**src/rtl/chip_gate_tester_pkg.sv**
```systemverilog
// rtl/chip_gate_tester_pkg.sv - states, gate modes and expected-output function for chip_gate_tester
package chip_tester_pkg;

  typedef enum logic [2:0] {
    HALTED,
    SET,
    DRIVE,
    SETTLE,
    CHECK,
    DONE_S
  } tester_state_e;

  typedef enum logic [2:0] {
    MODE_NAND = 3'd0,
    MODE_NOR  = 3'd1,
    MODE_AND  = 3'd2,
    MODE_OR   = 3'd3,
    MODE_XOR  = 3'd4,
    MODE_XNOR = 3'd5
  } gate_mode_e;

  // Expected gate output for the low n bits of vec under the given function.
  function automatic logic gate_expect(gate_mode_e mode, logic [3:0] vec, int n);
    logic v_and;
    logic v_or;
    logic v_xor;
    v_and = 1'b1;
    v_or  = 1'b0;
    v_xor = 1'b0;
    for (int i = 0; i < 4; i++) begin
      if (i < n) begin
        v_and = v_and & vec[i];
        v_or  = v_or | vec[i];
        v_xor = v_xor ^ vec[i];
      end
    end
    case (mode)
      MODE_NAND: gate_expect = ~v_and;
      MODE_NOR:  gate_expect = ~v_or;
      MODE_AND:  gate_expect = v_and;
      MODE_OR:   gate_expect = v_or;
      MODE_XOR:  gate_expect = v_xor;
      MODE_XNOR: gate_expect = ~v_xor;
      default:   gate_expect = 1'b0;
    endcase
  endfunction

endpackage

```
**src/rtl/chip_gate_tester_if.sv**
```systemverilog
// rtl/chip_gate_tester_if.sv - control, pin and result bundle of chip_gate_tester; FAIL_LOG_EN adds first-failure fields
interface chip_gate_tester_if #(
  parameter int N_GATES  = 4,
  parameter int N_INPUTS = 2
);
  logic                          Run;
  logic [2:0]                    Mode;
  logic                          DISP_RSLT;
  logic [N_GATES*N_INPUTS-1:0]   DrvOut;
  logic [N_GATES-1:0]            SenseIn;
  logic                          Done;
  logic                          RSLT;
  logic [N_GATES-1:0]            FailMask;
`ifdef FAIL_LOG_EN
  logic                          FailValid;
  logic [N_INPUTS-1:0]           FailVec;
  logic [$clog2(N_GATES)-1:0]    FailGate;

  modport master (output Run, Mode, DISP_RSLT, SenseIn,
                  input  DrvOut, Done, RSLT, FailMask, FailValid, FailVec, FailGate);
  modport slave  (input  Run, Mode, DISP_RSLT, SenseIn,
                  output DrvOut, Done, RSLT, FailMask, FailValid, FailVec, FailGate);
`else
  modport master (output Run, Mode, DISP_RSLT, SenseIn,
                  input  DrvOut, Done, RSLT, FailMask);
  modport slave  (input  Run, Mode, DISP_RSLT, SenseIn,
                  output DrvOut, Done, RSLT, FailMask);
`endif
endinterface

```
**src/rtl/chip_gate_tester_sense_sync.sv**
```systemverilog
// rtl/chip_gate_tester_sense_sync.sv - two-flop synchroniser for the asynchronous gate outputs
module sense_sync #(
  parameter int W = 4
) (
  input  logic         i_clk,
  input  logic         i_rst_n,
  input  logic [W-1:0] i_d,
  output logic [W-1:0] o_q
);
  logic [W-1:0] r_meta;
  logic [W-1:0] r_sync;

  // Two-stage capture so CHECK only ever sees a resolved level.
  always_ff @(posedge i_clk or negedge i_rst_n) begin
    if (!i_rst_n) begin
      r_meta <= '0;
      r_sync <= '0;
    end else begin
      r_meta <= i_d;
      r_sync <= r_meta;
    end
  end

  assign o_q = r_sync;
endmodule

```
**src/rtl/chip_gate_tester.sv**
```systemverilog
// rtl/chip_gate_tester.sv - exhaustive N-input gate chip tester; FAIL_LOG_EN enables first-failure capture
module chip_gate_tester
  import chip_tester_pkg::*;
#(
  parameter int N_GATES       = 4,
  parameter int N_INPUTS      = 2,
  parameter int SETTLE_CYCLES = 4
) (
  input  logic             Clk,
  input  logic             Reset,
  chip_gate_tester_if.slave bus
);
  localparam int VW = N_INPUTS + 1;
  localparam int CW = $clog2(SETTLE_CYCLES);
  localparam logic [VW-1:0] LAST_VEC = VW'((1 << N_INPUTS) - 1);
  localparam logic [CW-1:0] CNT_LAST = CW'(SETTLE_CYCLES - 2);

  tester_state_e               r_state, w_state_nxt;
  logic [VW-1:0]               r_vec, w_vec_nxt, w_vec_inc;
  logic [CW-1:0]               r_cnt, w_cnt_nxt;
  logic [2:0]                  r_mode, w_mode_nxt;
  logic [N_GATES*N_INPUTS-1:0] r_drv, w_drv_nxt;
  logic [N_GATES-1:0]          r_fail, w_fail_nxt;
  logic                        r_rslt, w_rslt_nxt;
  logic                        r_done;
  logic [N_GATES-1:0]          w_sense, w_mis;
  logic [3:0]                  w_vec4;
  logic                        w_exp;
`ifdef FAIL_LOG_EN
  localparam int GW = $clog2(N_GATES);
  logic                        r_fvalid, w_fvalid_nxt;
  logic [N_INPUTS-1:0]         r_fvec, w_fvec_nxt;
  logic [GW-1:0]               r_fgate, w_fgate_nxt, w_first_gate;
`endif

  sense_sync #(.W(N_GATES)) u_sense_sync (
    .i_clk   (Clk),
    .i_rst_n (Reset),
    .i_d     (bus.SenseIn),
    .o_q     (w_sense)
  );

  // Per-gate mismatch of the synchronised pins against the selected function.
  always_comb begin
    w_vec4                 = '0;
    w_vec4[N_INPUTS-1:0]   = r_vec[N_INPUTS-1:0];
    w_vec_inc              = r_vec + 1'b1;
    w_exp                  = gate_expect(gate_mode_e'(r_mode), w_vec4, N_INPUTS);
    w_mis                  = w_sense ^ {N_GATES{w_exp}};
`ifdef FAIL_LOG_EN
    w_first_gate = '0;
    for (int g = N_GATES - 1; g >= 0; g--) begin
      if (w_mis[g]) w_first_gate = GW'(g);
    end
`endif
  end

  // Next state and next datapath values.
  always_comb begin
    w_state_nxt = r_state;
    w_vec_nxt   = r_vec;
    w_cnt_nxt   = r_cnt;
    w_mode_nxt  = r_mode;
    w_drv_nxt   = r_drv;
    w_fail_nxt  = r_fail;
    w_rslt_nxt  = r_rslt;
`ifdef FAIL_LOG_EN
    w_fvalid_nxt = r_fvalid;
    w_fvec_nxt   = r_fvec;
    w_fgate_nxt  = r_fgate;
`endif
    case (r_state)
      HALTED: if (bus.Run) w_state_nxt = SET;
      SET: begin
        w_mode_nxt = bus.Mode;
        w_vec_nxt  = '0;
        w_drv_nxt  = '0;
`ifdef FAIL_LOG_EN
        w_fvalid_nxt = 1'b0;
        w_fvec_nxt   = '0;
        w_fgate_nxt  = '0;
`endif
        if (bus.Mode >= 3'd6) begin
          w_fail_nxt  = '1;
          w_rslt_nxt  = 1'b0;
          w_state_nxt = DONE_S;
        end else begin
          w_fail_nxt  = '0;
          w_rslt_nxt  = 1'b1;
          w_state_nxt = DRIVE;
        end
      end
      DRIVE: begin
        w_cnt_nxt   = '0;
        w_state_nxt = SETTLE;
      end
      SETTLE: begin
        if (r_cnt == CNT_LAST) w_state_nxt = CHECK;
        else                   w_cnt_nxt   = r_cnt + 1'b1;
      end
      CHECK: begin
        w_fail_nxt = r_fail | w_mis;
        if (|w_mis) w_rslt_nxt = 1'b0;
`ifdef FAIL_LOG_EN
        if (!r_fvalid && |w_mis) begin
          w_fvalid_nxt = 1'b1;
          w_fvec_nxt   = r_vec[N_INPUTS-1:0];
          w_fgate_nxt  = w_first_gate;
        end
`endif
        if (r_vec == LAST_VEC) begin
          w_drv_nxt   = '0;
          w_state_nxt = DONE_S;
        end else begin
          w_vec_nxt   = w_vec_inc;
          w_drv_nxt   = {N_GATES{w_vec_inc[N_INPUTS-1:0]}};
          w_state_nxt = DRIVE;
        end
      end
      DONE_S: begin
        w_drv_nxt = '0;
        if (bus.DISP_RSLT) w_state_nxt = HALTED;
      end
      default: w_state_nxt = HALTED;
    endcase
  end

  // State register.
  always_ff @(posedge Clk or negedge Reset) begin
    if (!Reset) r_state <= HALTED;
    else        r_state <= w_state_nxt;
  end

  // Datapath and registered outputs.
  always_ff @(posedge Clk or negedge Reset) begin
    if (!Reset) begin
      r_vec  <= '0;
      r_cnt  <= '0;
      r_mode <= '0;
      r_drv  <= '0;
      r_fail <= '0;
      r_rslt <= 1'b0;
      r_done <= 1'b0;
`ifdef FAIL_LOG_EN
      r_fvalid <= 1'b0;
      r_fvec   <= '0;
      r_fgate  <= '0;
`endif
    end else begin
      r_vec  <= w_vec_nxt;
      r_cnt  <= w_cnt_nxt;
      r_mode <= w_mode_nxt;
      r_drv  <= w_drv_nxt;
      r_fail <= w_fail_nxt;
      r_rslt <= w_rslt_nxt;
      r_done <= (w_state_nxt == DONE_S);
`ifdef FAIL_LOG_EN
      r_fvalid <= w_fvalid_nxt;
      r_fvec   <= w_fvec_nxt;
      r_fgate  <= w_fgate_nxt;
`endif
    end
  end

  assign bus.DrvOut   = r_drv;
  assign bus.Done     = r_done;
  assign bus.RSLT     = r_rslt;
  assign bus.FailMask = r_fail;
`ifdef FAIL_LOG_EN
  assign bus.FailValid = r_fvalid;
  assign bus.FailVec   = r_fvec;
  assign bus.FailGate  = r_fgate;
`endif
endmodule

```
**src/flat_wrapper.sv**
```systemverilog
// flat-port wrapper written by rule: the top's interface ports become plain ports
module chip_gate_tester_flat import chip_tester_pkg::*;
#(
  parameter int N_GATES       = 4,
  parameter int N_INPUTS      = 2,
  parameter int SETTLE_CYCLES = 4
)
  (Clk, Reset, bus_Run, bus_Mode, bus_DISP_RSLT, bus_SenseIn, bus_DrvOut, bus_Done, bus_RSLT, bus_FailMask);
  chip_gate_tester_if #(.N_GATES(N_GATES), .N_INPUTS(N_INPUTS)) bus_i ();
  input  logic Clk;
  input  logic Reset;
  input wire logic [$bits(bus_i.Run)-1:0] bus_Run;
  input wire logic [$bits(bus_i.Mode)-1:0] bus_Mode;
  input wire logic [$bits(bus_i.DISP_RSLT)-1:0] bus_DISP_RSLT;
  input wire logic [$bits(bus_i.SenseIn)-1:0] bus_SenseIn;
  output wire logic [$bits(bus_i.DrvOut)-1:0] bus_DrvOut;
  output wire logic [$bits(bus_i.Done)-1:0] bus_Done;
  output wire logic [$bits(bus_i.RSLT)-1:0] bus_RSLT;
  output wire logic [$bits(bus_i.FailMask)-1:0] bus_FailMask;
  assign bus_i.Run = bus_Run;
  assign bus_i.Mode = bus_Mode;
  assign bus_i.DISP_RSLT = bus_DISP_RSLT;
  assign bus_i.SenseIn = bus_SenseIn;
  assign bus_DrvOut = bus_i.DrvOut;
  assign bus_Done = bus_i.Done;
  assign bus_RSLT = bus_i.RSLT;
  assign bus_FailMask = bus_i.FailMask;
  chip_gate_tester #(.N_GATES(N_GATES), .N_INPUTS(N_INPUTS), .SETTLE_CYCLES(SETTLE_CYCLES)) u_core (.Clk(Clk), .Reset(Reset), .bus(bus_i));
endmodule
```
**config.mk**
```make
export PLATFORM = sky130hd
export DESIGN_NAME = chip_gate_tester_flat
export DESIGN_NICKNAME = d
export VERILOG_FILES = /design/src/rtl/chip_gate_tester_pkg.sv /design/src/rtl/chip_gate_tester_if.sv /design/src/rtl/chip_gate_tester_sense_sync.sv /design/src/rtl/chip_gate_tester.sv /design/src/flat_wrapper.sv
export SDC_FILE = /design/constraint.sdc
export NUM_CORES = 1
export LEC_CHECK = 0
export BUFFER_PORTS_ARGS = -buffer_cell sky130_fd_sc_hd__buf_2
export CORE_MARGIN = 4
export CORE_UTILIZATION = 57
export CTS_CLUSTER_SIZE = 30
export DETAILED_ROUTE_END_ITERATION = 8
export GPL_TIMING_DRIVEN = 0
export PLACE_DENSITY_LB_ADDON = 0.08
export SLEW_MARGIN = 25
export SYNTH_ARGS = -nofsm -noshare
export SYNTH_HDL_FRONTEND = slang
export SYNTH_SLANG_ARGS = --single-unit
```
**constraint.sdc**
```tcl
create_clock -name Clk -period 3.6 [get_ports Clk]
set_clock_uncertainty 0.15 [all_clocks]
set_input_delay 0.72 -clock Clk [delete_from_list [all_inputs] [get_ports Clk]]
set_output_delay 0.72 -clock Clk [all_outputs]
set_load 0.05 [all_outputs]
```
==> results.ini, run 1 <==
[run_status]
outcome = finished, final reports clean

[setup_path]
r2r_cells = 7
critPathKind = reg2out
reg2reg_from = u_core.r_vec[0]
endpoint_kind = output port
worstPathArrival_ns = 1.15
cp_max_fo = 6
cp-start-kind = flip-flop
worstPathRequired_ns = 2.73
reg2reg_slack_ns = 1.63
reg2reg_to = u_core.bus.RSLT

[detailed_routing]
drtIter0Drc = 18
viasPerCell = 5.41
wl_met3_um = 117
antenna_left = 0
drt-met1-wl_mm = 1.04
drt_pass1_iterations = 4
top_layer = met4
wire_per_inst_um = 13.3
vias = 973
wirelength_mm = 2.40
wl_met2_mm = 1.21
drt_drc_violations_left = 0

[floorplan]
dieWidth_um = 55.9
die_h_um = 55.9
die_area_um2 = 3130
boundaryPins = 25
core_um2 = 2190
rows = 17
initial_core_util = 0.597

[placed_design]
dp_hpwl_mm = 1.83
place_area_um2 = 1460
gp_congestion = 0.792
portBuffers = 24

[layout]
fin_util = 0.681
antennaDiodeCount = 0
layout-drive-gt1-share = 0.276
synthToLayoutAreaGrowth_pct = 14.0
design_area_um2 = 1490
final_nets = 168

[sta]
slew_headroom = 0.616
rsz0062_at_grt = false
post-route-period-util = 0.560
setup_violations = 0
hold_viol_final = 0
max_freq_mhz = 496
maxSlewViolCount = 0
fin_setup_tns_ns = 0
min_period_ns = 2.02
worst_pin_slew_ns = 0.576

[yosys]
synth_top_area_share = 0.516
synth-edff-count = 0
netlist_instances = 124
yosys_warnings = 0
netlist_area_um2 = 1310
synthDistinctLibCells = 33
ys_async_sr_fraction = 1.00
synth_seq_cells = 27
syn_nets = 139
synth_most_common_cell = dfrtp_1
synth_top_area_cell = dfrtp_1
synth_area_per_cell_um2 = 10.6
ys.flop_type = dfrtp_1
synth_seq_area_share = 0.516
ys_top_cells_by_area = dfrtp_1 (52%), a22o_1 (4.0%), ha_1 (3.8%)
synth_commonest_cells = dfrtp_1 (27), nand2_1 (11), o21ai_0 (9)

[min_path]
hp-class = in2async

[clocking]
htreeDepth = 1
cts_sinks = 27
hold_buffers = 0
cts_setup_buffers = 0
post_cts_resized = 0
clk_latency_ns = 0.32
cts_tree = yes
clkTransAtPathRegs_ns = 0.14
cts_buffers = 3
cts-root-buf = clkbuf_4
clk_path_buf_depth = 2

[power_and_ir_drop]
p_leak_uw = 0.000722
cellPowerDensity_nw_per_um2 = 852
p_total_uw = 1270
ir_drop_uv = 456

[global_routing]
grt_pass1_wl_mm = 4.17
grt_overflow = 0
grt_pass1_vias = 993
grt_max_degree = 28
antenna_found_initial = 0
grt_usage = 0.166

[run]
drv_cap = 0

-- critical path, stage by stage (launching register included) --
cell and delay, ns:
dfrtp_1 0.45, buf_4 0.13, buf_2 0.25
-- cells in the final DEF (no fill, tap or decap), types with 2 or more instances in the layout --
cell type  Yosys  final
nand3_1        2      2
buf_4          6      6
nor3_1         2      2
ha_1           4      4
a21o_1         2      2
mux2i_1        2      2
nand2_1       11     11
buf_2          1     25
or3_1          2      2
a21oi_1        6      6
o22ai_1        2      2
nor2_1         5      5
mux2_2         3      3
o21ai_1        5      5
dfrtp_1       27     27
xnor2_1        4      4
clkbuf_4       0      3
clkbuf_1       3      3
o21ai_0        9      9
inv_1          7      7
a22o_1         6      6
a22oi_1        3      3
-- power breakdown --
group / internal, µW / leakage [µW] / switching (µW)
logic: 263 / 0.000370 / 429
clock network: 41.6 / 0.0000177 / 85.0
registers: 387 / 0.000335 / 64.4
total: 692 / 0.000722 / 578
-- area by class of cell --
type,instances,area (µm²)
Fill cell,173,699
Sequential cell,27,676
Multi-Input combinational cell,79,542
Timing Repair Buffer,24,120
Buffer,10,61.3
Tap cell,28,35.0
Inverter,8,30.0
Clock buffer,3,22.5
Clock inverter,1,5.00
-- cell families (layout without fill, tap and decap cells) --
kind of cell / Yosys count / in the layout / synth area share
AND/OR/NAND/NOR: 29 / 29 / 0.120
buffers and inverters: 18 / 46 / 0.0698
multiplexers: 5 / 5 / 0.0411
XOR/XNOR: 5 / 5 / 0.0335
flip-flops: 27 / 27 / 0.516
AO/OA/AOI/OAI: 36 / 36 / 0.182
adder cells (fa/ha/maj): 4 / 4 / 0.0382
-- through the flow --
stage	std cells	setup WS [ns]	hold slack [ns]
floorplan	124	1.77	0.181
global placement	176	1.67	0.181
detailed placement	176	1.66	0.186
CTS	180	1.57	0.217
global route	180	1.52	0.223
finish	180	1.58	0.219
-- how the worst max path moves through the flow --
| stage | startpoint | endpoint | slack (ns) |
|---|---|---|---|
| 2_1_floorplan | u_core.bus.DrvOut[6] | bus_DrvOut[2] | 1.77 |
| 3_3_place_gp | u_core.r_vec[0] | u_core.bus.RSLT | 1.67 |
| 3_5_place_dp | u_core.r_vec[0] | u_core.bus.RSLT | 1.66 |
| 4_1_cts | u_core.bus.DrvOut[6] | bus_DrvOut[2] | 1.57 |
| 5_1_grt | u_core.bus.DrvOut[6] | bus_DrvOut[2] | 1.52 |
| 6_report | u_core.bus.DrvOut[6] | bus_DrvOut[2] | 1.58 |
-- flip-flops by register name, summed over array words and instances, names as in the netlist --
signal,count
u_core.u_sense_sync.r_meta,4
u_core.bus.FailMask,4
u_core.bus.RSLT,1
u_core.r_vec,3
u_core.bus.Done,1
u_core.bus.DrvOut,2
u_core.r_state,3
u_core.r_cnt,2
u_core.r_mode,3
u_core.u_sense_sync.o_q,4
-- routing by layer --
metal	vias up	global-route usage
met1	455	0.197
met4	0	0.0644
met5	-	0
met2	27	0.296
met3	6	0.0325
li1	485	-
Note: power is estimated with default switching activity, not from simulation.
==> run 2, diff against run 1 <==
CORE_UTILIZATION = 53   (was 57)
clock period = 2 ns   (was 3.6 ns; I/O delays follow)
==> results.ini, run 2 (same netlist as run 1, synthesis figures left out) <==
[floorplan]
die_h_um = 57.7
die_area_um2 = 3330
boundaryPins = 25
initial_core_util = 0.575
dieWidth_um = 57.7
core_um2 = 2280
rows = 17

[detailed_routing]
drt_pass1_iterations = 4
wirelength_mm = 2.53
wire_per_inst_um = 13.6
antenna_left = 0
drt_drc_violations_left = 0
vias = 1030
drtIter0Drc = 31
viasPerCell = 5.54

[global_routing]
grt_overflow = 0
grt_usage = 0.160
grt_max_degree = 28
grt_pass1_vias = 951
antenna_found_initial = 0
grt_pass1_wl_mm = 4.23

[sta]
rsz0062_at_grt = true
maxSlewViolCount = 0
post-route-period-util = 0.990
setup_violations = 0
max_freq_mhz = 505
min_period_ns = 1.98
final.setup.worst_slack_ns = 0.0195
hold_viol_final = 0
slew_headroom = 0.606
worst_pin_slew_ns = 0.590

[setup_path]
endpoint_kind = flip-flop
worstPathRequired_ns = 2.08
crit_chain = inv_2 -> ha_2 -> nand2b_4 -> and3_4 -> o31ai_4 -> buf_4 -> xnor2_1 -> o21ai_1
r2r_cells = 8
worstPathArrival_ns = 2.06
cp-start-kind = flip-flop
critPathKind = reg2reg
cp_max_fo = 5
slowest_delay_ns = 0.46
cp_slowest_cell = dfrtp_1

[layout]
synthToLayoutAreaGrowth_pct = 19.1
final_cell_mix = dfrtp_1 (27), buf_2 (25), nand2_1 (11), o21ai_0 (8), buf_4 (8)
fillers = 190
layout-drive-gt1-share = 0.297
final_nets = 174
multiInputGateArea_um2 = 552
final_common_cell = dfrtp_1
regArea_um2 = 676
stdcell_count = 186
antennaDiodeCount = 0

[clocking]
clk_latency_ns = 0.32
cts_buffers = 3
clkTransAtPathRegs_ns = 0.15
cts_sinks = 27
cts-root-buf = clkbuf_4
cts_tree = yes
clk_path_buf_depth = 2
htreeDepth = 1

[run]
drv_cap = 0

[min_path]
whs_path_depth = 1
hp-class = in2reg

[placed_design]
dp.cells = 176
dpl_worst_slack_ns = 0.0270
dp_hpwl_mm = 1.80
gp_congestion = 0.775
portBuffers = 24

[power_and_ir_drop]
ir_drop_uv = 973
p_leak_uw = 0.000753
cellPowerDensity_nw_per_um2 = 1520

[run_status]
outcome = finished, final reports clean

==> run 2: cell count changes in the layout (fill, tap and decap cells not counted), sizes merged <==
| cell | change |
|---|---|
| dlygate4sd3 | +4 |
| buf | +2 |
| clkinv | -1 |
| clkinvlp | +1 |
==> run 2: routing by layer <==
metal,share of wire,vias to the layer above,track usage
li1,-,499,-
met1,0.44,495,0.228
met2,0.49,34,0.250
met3,0.060,2,0.0312
met4,0.0063,0,0.0397
met5,0,-,0
==> run 2: report_power, final <==
part / internal (µW) / switching (µW) / total, µW / leakage [µW]
combinational: 523 / 777 / 1300 / 0.000404
sequential: 697 / 125 / 822 / 0.000335
clock: 76.3 / 166 / 243 / 0.0000139
==> run 2: through the flow <==
stage          hold WS [ns]  area, µm²  TNS, ns  total power (µW)   util
2_1_floorplan       -0.0456       1310        0              1820      -
3_3_place_gp          0.182       1460        0              2030  0.643
3_5_place_dp          0.189       1460        0              2060  0.643
4_1_cts              0.0153       1500        0              2300  0.661
5_1_grt            0.000643       1560  -0.0950              2540  0.685
6_report             0.0223       1560        0              2360  0.685
==> run 2: repair_timing <==
action                                 4_1_cts  5_1_grt
hold buffers                                 1        3
setup endpoints to repair                    0        2
setup buffers                                0        2
endpoints found under the hold margin       27        3
resized for setup                            0        4
==> run 2: layout make-up <==
class                      count  area share
inverter                       8      0.0193
timing repair buffer          30       0.112
clock inverter                 1     0.00482
multi-input combinational     79       0.354
clock buffer                   3      0.0144
sequential                    27       0.433
tap                           28      0.0225
buffer                        10      0.0393
==> run 2: final timing paths <==
| kind | start | end | slack [ns] |
|---|---|---|---|
| setup reg to reg | u_core.r_vec[0] | u_core.bus.FailMask[0] | 0.02 |
| setup / recovery | u_core.r_vec[0] | u_core.bus.FailMask[0] | 0.02 |
| hold / removal | bus_SenseIn[0] | u_core.u_sense_sync.r_meta[0] | 0.02 |
| min in group asynchronous | Reset | u_core.r_cnt[0] | 0.44 |
| max in group asynchronous | Reset | u_core.u_sense_sync.r_meta[2] | 0.88 |
| hold reg to reg | u_core.u_sense_sync.r_meta[2] | u_core.u_sense_sync.o_q[2] | 0.22 |
==> run 2: worst max-delay path, delay by kind of cell, from the launching register on <==
family / cells / cell delay (ns)
AO/OA/AOI/OAI: 2 / 0.44
XOR/XNOR: 1 / 0.10
adder cells (fa/ha/maj): 1 / 0.17
buffers and inverters: 2 / 0.25
flip-flops: 1 / 0.46
AND/OR/NAND/NOR: 2 / 0.32
==> run 3, diff against run 2 <==
CORE_UTILIZATION = 56   (was 53)
CTS_BUF_LIST = sky130_fd_sc_hd__clkbuf_4 sky130_fd_sc_hd__clkbuf_8   (was unset)
==> results.ini, run 3 (same netlist as run 1, synthesis figures left out) <==
[run_status]
outcome = finished, final reports clean

[setup_path]
endpoint_kind = flip-flop
r2r_cells = 8
worstPathRequired_ns = 2.07
critPathKind = reg2reg
cp-start-kind = flip-flop
worstPathArrival_ns = 1.98
reg2reg_slack_ns = 0.1
reg2reg_from = u_core.r_vec[0]
cp_max_fo = 4
reg2reg_to = u_core.bus.FailMask[1]

[sta]
max_freq_mhz = 525
setup_violations = 0
maxSlewViolCount = 0
post-route-period-util = 0.952
worst_pin_slew_ns = 0.582
final.setup.worst_slack_ns = 0.0963
slew_headroom = 0.612
min_period_ns = 1.90
hold_viol_final = 0

[detailed_routing]
viasPerCell = 5.29
drt_pass1_iterations = 4
antenna_left = 0
wirelength_mm = 2.36
vias = 974
drt_drc_violations_left = 0
drtIter0Drc = 23
wire_per_inst_um = 12.8

[min_path]
holdPathEnd = u_core.u_sense_sync.r_meta[1]
hp-class = in2reg
hp-start = bus_SenseIn[1]
whs_path_depth = 1

[layout]
final_common_cell = dfrtp_1
final_cell_mix = dfrtp_1 (27), buf_2 (25), nand2_1 (11), o21ai_0 (9), buf_4 (8)
final_nets = 172
fillers = 193
synthToLayoutAreaGrowth_pct = 16.8
antennaDiodeCount = 0
design_area_um2 = 1530
layout-drive-gt1-share = 0.282

[power_and_ir_drop]
p_total_uw = 2340
swShare = 0.451
ir_drop_uv = 865
p_comb_frac = 0.551
p_leak_uw = 0.000738
cellPowerDensity_nw_per_um2 = 1530
pwr-share-seq = 0.347
switchingPower_uw = 1050
power.internal_uw = 1280
pwr-share-clk = 0.102

[placed_design]
gp_congestion = 0.763
dpl_worst_slack_ns = 0.0484
place_area_um2 = 1460
portBuffers = 24
dp_hpwl_mm = 1.79

[global_routing]
gr-usage-met2 = 0.275
grt_busiest_layer = met2
grt_pass1_wl_mm = 3.98
antenna_found_initial = 0
grt_overflow = 0
grt_usage = 0.155
grt_pass1_vias = 931
grt_max_degree = 28
grtUsageMet3 = 0.0253
grt_use_met1 = 0.197

[floorplan]
die_area_um2 = 3170
rows = 17
core_um2 = 2210
boundaryPins = 25
initial_core_util = 0.592
die_h_um = 56.3
dieWidth_um = 56.3

[clocking]
post_cts_resized = 0
cts_tree = yes
clk_latency_ns = 0.32
cts_sinks = 27
htreeDepth = 1
clkTransAtPathRegs_ns = 0.15
clk_path_buf_depth = 2
cts_buffers = 3
cts-root-buf = clkbuf_4

[run]
drv_cap = 0

## run 3: changes by cell type in the layout (fill, tap and decap cells not counted)
cell and delta:
dlygate4sd3_1 -2, ha_1 +1, ha_2 -1, inv_1 +1, inv_2 -1, nand2b_1 +1
nand2b_4 -1, o21ai_0 +1, o21ai_1 -1
## run 3: worst max-delay path by stage
stage | start | to | slack (ns) | depth (start not counted)
6_report | u_core.r_vec[0] | u_core.bus.FailMask[1] | 0.1 | 8
5_1_grt | u_core.r_vec[0] | u_core.bus.FailMask[1] | -0.001 | 8
4_1_cts | u_core.r_vec[0] | u_core.bus.RSLT | 0.02 | 7
3_5_place_dp | u_core.r_vec[0] | u_core.bus.RSLT | 0.05 | 7
3_3_place_gp | u_core.r_vec[0] | u_core.bus.RSLT | 0.06 | 7
2_1_floorplan | u_core.r_vec[0] | u_core.bus.RSLT | 0.18 | 7
## run 3: final cells by class
type	count	area (µm²)	share of cell area
timing repair buffer	28	155	0.101
buffer	10	61.3	0.0401
tap	28	35.0	0.0229
inverter	8	30.0	0.0196
clock inverter	1	7.51	0.00491
sequential	27	676	0.442
clock buffer	3	22.5	0.0147
multi-input combinational	79	542	0.354
## run 3: worst max-delay path, stage by stage (launching register included)
cell and delay (ns):
dfrtp_1 0.43, inv_1 0.08, ha_1 0.35, xor2_1 0.18, nand3b_1 0.14, o31ai_4 0.10, buf_4 0.18, xnor2_1 0.12
o21ai_1 0.07
## run 3: per-layer routing
metal  vias to the layer above  routed length, µm
li1                        491                  -
met1                       461               1050
met2                        20               1190
met3                         2                103
met4                         0                 10
met5                         -                  0
## run 3: power groups by stage
| stage | Combinational (µW) | Sequential [µW] | Clock, µW |
|---|---|---|---|
| 6_report | 1290 | 810 | 237 |
| 5_1_grt | 1410 | 829 | 271 |
| 3_5_place_dp | 1250 | 824 | 0 |
| 4_1_cts | 1260 | 811 | 248 |
| 2_1_floorplan | 831 | 987 | 0 |
| 3_3_place_gp | 1220 | 812 | 0 |
## run 3: per-stage QoR
| step | utilization | cells | setup TNS, ns | hold WS (ns) |
|---|---|---|---|---|
| after floorplan | - | 124 | 0 | -0.0456 |
| after global placement | 0.662 | 176 | 0 | 0.182 |
| after detailed placement | 0.662 | 176 | 0 | 0.192 |
| after CTS | 0.680 | 181 | 0 | 0.0157 |
| after global routing | 0.691 | 184 | -0.00132 | 0.000459 |
| final | 0.691 | 184 | 0 | 0.0246 |
## run 3: repair_timing
item,in CTS,in global routing
endpoints found under the setup margin,0,2
endpoints found under the hold margin,27,1
buffers inserted,0,2
hold buffers,1,1
